[config.mk]
export PLATFORM = sky130hd
export DESIGN_NAME = periph_bus
export DESIGN_NICKNAME = d
export VERILOG_FILES = /design/src/rtl/periph_bus.sv
export SDC_FILE = /design/constraint.sdc
export NUM_CORES = 1
export LEC_CHECK = 0
export ABC_AREA = 1
export CAP_MARGIN = 10
export CORE_AREA = 2 2 65 67
export DETAILED_ROUTE_END_ITERATION = 10
export DIE_AREA = 0 0 67 69
export PLACE_DENSITY = 0.79
export REMOVE_ABC_BUFFERS = 1
export SLEW_MARGIN = 25
export SYNTH_ARGS = -nofsm -noshare
export SYNTH_HDL_FRONTEND = slang
export SYNTH_SLANG_ARGS = --single-unit
[constraint.sdc]
create_clock -name clk -period 1.55 [get_ports clk]
set_clock_uncertainty 0.15 [all_clocks]
set_input_delay 0.155 -clock clk [delete_from_list [all_inputs] [get_ports clk]]
set_output_delay 0.155 -clock clk [all_outputs]
set_load 0.02 [all_outputs]
[src/rtl/periph_bus.sv]
`default_nettype none
// ============================================================================
//  Module      : periph_bus
//  Description : Single-outstanding request/response bridge to four simple
//                peripheral slots. Writes and reads are issued as one-cycle
//                one-hot strobes; read data is captured RD_LATENCY cycles
//                after the strobe. Slots 4..15 are unmapped and complete
//                immediately without any strobe.
//                Optional feature macro: PERIPH_BUS_ERR_EN
//                  defined   -> rsp_err flags accesses to unmapped slots
//                  undefined -> rsp_err is tied low
//  Revision    : 1.0 - initial release
// ============================================================================
module periph_bus #(
    parameter int RD_LATENCY = 1
) (
    input  logic        clk,
    input  logic        rst,
    // initiator request channel
    input  logic        req_valid,
    output logic        req_ready,
    input  logic [7:0]  req_addr,
    input  logic        req_we,
    input  logic [7:0]  req_wdata,
    // initiator response channel
    output logic        rsp_valid,
    input  logic        rsp_ready,
    output logic [7:0]  rsp_rdata,
    output logic        rsp_err,
    // peripheral side
    output logic [3:0]  p_ren,
    output logic [3:0]  p_wen,
    output logic [3:0]  p_addr,
    output logic [7:0]  p_wdata,
    input  logic [31:0] p_rdata
);

    // ------------------------------------------------------------------------
    // State encoding
    // ------------------------------------------------------------------------
    localparam logic [1:0] c_IDLE  = 2'd0;
    localparam logic [1:0] c_ISSUE = 2'd1;
    localparam logic [1:0] c_WAIT  = 2'd2;
    localparam logic [1:0] c_RESP  = 2'd3;

    // Counter value reached in the final WAIT cycle
    localparam logic [2:0] c_WAIT_LAST = 3'(RD_LATENCY - 1);

    // ------------------------------------------------------------------------
    // Declarations
    // ------------------------------------------------------------------------
    logic [1:0] r_state;
    logic [1:0] w_state_nxt;

    logic [1:0] r_slot;      // slot index, only meaningful when r_mapped
    logic       r_mapped;    // accepted address targets slot 0..3
    logic       r_we;
    logic [2:0] r_cnt;       // WAIT cycle counter
    logic [7:0] r_rdata;
    logic       r_err;
    logic [3:0] r_paddr;
    logic [7:0] r_pwdata;

    logic       w_accept;
    logic       w_req_mapped;
    logic       w_err_nxt;
    logic       w_wait_done;
    logic       w_rsp_hs;
    logic [3:0] w_slot_oh;
    logic [7:0] w_slot_byte;

    // ------------------------------------------------------------------------
    // Request decode
    // ------------------------------------------------------------------------
    assign w_accept     = req_valid && (r_state == c_IDLE);
    assign w_req_mapped = (req_addr[7:6] == 2'b00);
    assign w_wait_done  = (r_state == c_WAIT) && (r_cnt == c_WAIT_LAST);
    assign w_rsp_hs     = (r_state == c_RESP) && rsp_ready;
    assign w_slot_oh    = 4'b0001 << r_slot;
    assign w_slot_byte  = p_rdata[{r_slot, 3'b000} +: 8];

`ifdef PERIPH_BUS_ERR_EN
    assign w_err_nxt = ~w_req_mapped;
`else
    assign w_err_nxt = 1'b0;
`endif

    // ------------------------------------------------------------------------
    // FSM state register
    // ------------------------------------------------------------------------
    always_ff @(posedge clk) begin
        if (rst) begin
            r_state <= c_IDLE;
        end else begin
            r_state <= w_state_nxt;
        end
    end

    // ------------------------------------------------------------------------
    // FSM next-state logic
    // ------------------------------------------------------------------------
    always_comb begin
        w_state_nxt = r_state;
        case (r_state)
            c_IDLE: begin
                if (w_accept) begin
                    w_state_nxt = w_req_mapped ? c_ISSUE : c_RESP;
                end
            end
            c_ISSUE: begin
                w_state_nxt = r_we ? c_RESP : c_WAIT;
            end
            c_WAIT: begin
                if (w_wait_done) begin
                    w_state_nxt = c_RESP;
                end
            end
            c_RESP: begin
                if (w_rsp_hs) begin
                    w_state_nxt = c_IDLE;
                end
            end
            default: begin
                w_state_nxt = c_IDLE;
            end
        endcase
    end

    // ------------------------------------------------------------------------
    // FSM outputs: handshakes and one-cycle strobes derived from state
    // ------------------------------------------------------------------------
    always_comb begin
        req_ready = 1'b0;
        rsp_valid = 1'b0;
        p_ren     = 4'b0000;
        p_wen     = 4'b0000;
        case (r_state)
            c_IDLE: begin
                req_ready = 1'b1;
            end
            c_ISSUE: begin
                // ISSUE is only ever entered for mapped slots
                if (r_mapped) begin
                    if (r_we) begin
                        p_wen = w_slot_oh;
                    end else begin
                        p_ren = w_slot_oh;
                    end
                end
            end
            c_RESP: begin
                rsp_valid = 1'b1;
            end
            default: begin
                req_ready = 1'b0;
            end
        endcase
    end

    // ------------------------------------------------------------------------
    // Request capture: peripheral address/data hold their last accepted value
    // ------------------------------------------------------------------------
    always_ff @(posedge clk) begin
        if (rst) begin
            r_paddr  <= 4'h0;
            r_pwdata <= 8'h00;
            r_slot   <= 2'd0;
            r_mapped <= 1'b0;
            r_we     <= 1'b0;
        end else if (w_accept) begin
            r_paddr  <= req_addr[3:0];
            r_pwdata <= req_wdata;
            r_slot   <= req_addr[5:4];
            r_mapped <= w_req_mapped;
            r_we     <= req_we;
        end
    end

    // ------------------------------------------------------------------------
    // WAIT counter: runs only while waiting, cleared otherwise
    // ------------------------------------------------------------------------
    always_ff @(posedge clk) begin
        if (rst) begin
            r_cnt <= 3'd0;
        end else if ((r_state == c_WAIT) && !w_wait_done) begin
            r_cnt <= r_cnt + 3'd1;
        end else begin
            r_cnt <= 3'd0;
        end
    end

    // ------------------------------------------------------------------------
    // Response data/error: zeroed on accept, read byte captured at WAIT end,
    // otherwise held so the response stays stable under backpressure
    // ------------------------------------------------------------------------
    always_ff @(posedge clk) begin
        if (rst) begin
            r_rdata <= 8'h00;
            r_err   <= 1'b0;
        end else if (w_accept) begin
            r_rdata <= 8'h00;
            r_err   <= w_err_nxt;
        end else if (w_wait_done) begin
            r_rdata <= w_slot_byte;
        end
    end

    assign rsp_rdata = r_rdata;
    assign rsp_err   = r_err;
    assign p_addr    = r_paddr;
    assign p_wdata   = r_pwdata;

endmodule
`default_nettype wire

==> impl_metrics.tcl <==
set metrics [dict create \
    ios 84 \
    wl_per_cell_um 12.28 \
    hold_viol_final 0 \
    yosys_warnings 0 \
    cp.required_ps 1240 \
    grt_pass1_wl_um 7155 \
    crit_arrival_ps 1310 \
    clk-insertion-delay-late_ps 280 \
    synth-edff-count 0 \
    power_density_nw_per_um2 1530 \
    fin_tns_setup_ps -360.4 \
    worst-r2r-setup-slack_ps -30 \
    fin_crit_sh_pct 103.9 \
    gp_congestion 0.7605 \
    cp-startpoint "r_state[0]$_SDFFE_PP0P_" \
    ys_top_cells_by_area "dfxtp_1, nor2_1, nand2_1, o21ai_0, ha_1" \
    clock_path_buffers 2 \
    antenna_cells 0 \
    numClockSinks 29 \
    synth_cell_types 21 \
    violations "negative setup slack" \
    start_util_pct 36.99 \
    status "finished with violations" \
    r2r_start "r_state[1]$_SDFFE_PP0P_" \
    synthMostInstantiatedCell "nor2_1" \
    nNetsFinal 382 \
    avgSynthCellArea_um2 6.702 \
    antenna_found_initial 0 \
    drc 0 \
    die-area_um2 4623 \
    numCtsBuffers 5 \
    routed_via_density 4.583 \
    syn-cell-area_um2 1448 \
    first_pass_iters 4 \
    timing.fmax_ghz 0.6210 \
    critical_path.startpoint_type "register" \
    seq_area_frac_synth_pct 40.10 \
    async_reset_ff_share_pct 0 \
    p_leak_nw 1.423 \
    drt_iter0_drc 52 \
    power.total_w 0.004199 \
    synthCells 216 \
    ant_nets 0 \
    synth_flop_cell "dfxtp_1" \
    area_growth_pct 89.63 \
    setup_ws_ps -60.39 \
    worst_hold_path_type "register to register" \
    dr_total_vias 1714 \
    irDropWorstVdd_mv 1.004 \
    num_rows 23 \
    fp.coreArea_um2 3914 \
    grt_pass1_vias 1620 \
    rsz0062_at_grt "yes" \
    synthTopCellsByCount "nor2_1, nand2_1, dfxtp_1" \
    hold_start "r_cnt[0]$_SDFF_PP0_" \
    end_kind "primary output" \
    synth_top_area_share_pct 40.10 \
    cts_root_buf "clkbuf_8" \
    cts_tree "built" \
    routed_wl_um 4593 \
    grtUsageTotal_pct 20.46 \
    gr-total-overflow 0 \
    portBuffers 82 \
    htreeDepth 2 \
    worstMarginPinSlew_ps 522.8 \
    ys_seq_elements 29 \
    die_w_um 67 \
    crit_type "register to primary output" \
    finalMaxSlewViolations 0 \
    min_period_ps 1610 \
    path_max_fanout 4 \
    drive_gt1_share_pct 23.77 \
    slew_headroom_pct 65.11 \
    synth_top_cell_by_area "dfxtp_1" \
    finalSetupViolations 19 \
    hpwl_um 3328 \
    clk_transition_reported_paths_ps 60 \
    cap_violations 0 \
    grt_max_degree 20 \
    die_h_um 69 \
]
[area by class of cell]
| cell class | instances | area [um2] |
|---|---|---|
| Timing Repair Buffer | 105 | 1055 |
| Clock inverter | 1 | 5.005 |
| Inverter | 18 | 72.57 |
| Clock buffer | 7 | 96.34 |
| Tap cell | 50 | 62.56 |
| Sequential cell | 29 | 585.6 |
| Multi-Input combinational cell | 164 | 868.3 |
| Fill cell | 325 | 1169 |
[critical path: stages (launching register included)]
cell and delay, ps:
dfxtp_2 330, buf_6 100, ha_4 130, nand3b_1 150
nor2_1 150, buf_4 160
[final timing paths]
check	end	cells past startpoint
min	r_cnt[0]$_SDFF_PP0_	1
min reg2reg	r_cnt[0]$_SDFF_PP0_	1
max	p_ren[0]	5
max reg2reg	rsp_rdata[3]$_SDFFE_PP0P_	9
[kinds of logic after synthesis]
family | synth area share [%]
other cells | 0.2590
xor+xnor | 0.6051
fa+ha+maj | 5.186
compound gates | 10.03
simple gates | 36.73
buf+inv | 7.087
flops | 40.10
[registers in the layout (all words and copies together), names as in the netlist]
| register | cells |
|---|---|
| r_state | 2 |
| r_slot | 2 |
| r_cnt | 3 |
| p_wdata | 8 |
| rsp_rdata | 8 |
| p_addr | 4 |
| r_we | 1 |
| r_mapped | 1 |
[through the flow]
step / hold slack [ps] / cells / util, % / area [um2] / setup WS, ps
floorplan: 171.7 / 211 / - / 1413 / -97.84
global placement: 281.7 / 362 / 62.63 / 2451 / -217.8
detailed placement: 283.8 / 362 / 62.63 / 2451 / -243.0
CTS: 297.6 / 372 / 67.23 / 2631 / -51.44
global route: 341.7 / 374 / 70.14 / 2745 / -154.1
finish: 291.8 / 374 / 70.14 / 2745 / -60.39
[where the power goes]
group	leakage, nW	total (W)	switching (W)	internal, W
sequential	0.240	0.00113	0.000150	0.000977
combinational	1.13	0.00238	0.00121	0.00117
clock	0.0542	0.000690	0.000290	0.000400
total	1.42	0.00420	0.00165	0.00255
[routing by layer]
metal,vias up,part of all wire [%],global-route usage (%),wire length [um]
li1,889,-,-,-
met1,748,38,21.36,1761
met2,71,49,35.20,2243
met3,6,11,8.646,516
met4,0,1.6,8.163,72
met5,-,0,0,0
[layout by cell type, fill, tap and decap left out, drive strengths merged]
master,count
dlymetal6s2s,15
clkbuf,7
nand3b,1
conb,1
ha,6
o21bai,1
nor2,65
a21oi,2
clkdlybuf4s50,52
clkinv,1
buf,33
o211ai,1
dfxtp,29
nand3,12
xnor2,1
inv,18
dlygate4sd2,5
nand2,50
o21ai,24
[repair_timing]
action                                  in CTS  in global routing
endpoints found under the setup margin      40                 51
gates resized for setup                     78                 42
cloned                                       1                  0
hold buffers                                 0                  0
pin swaps                                   19                  4
buffers inserted                             1                  2
(Power assumes the default switching activity.)
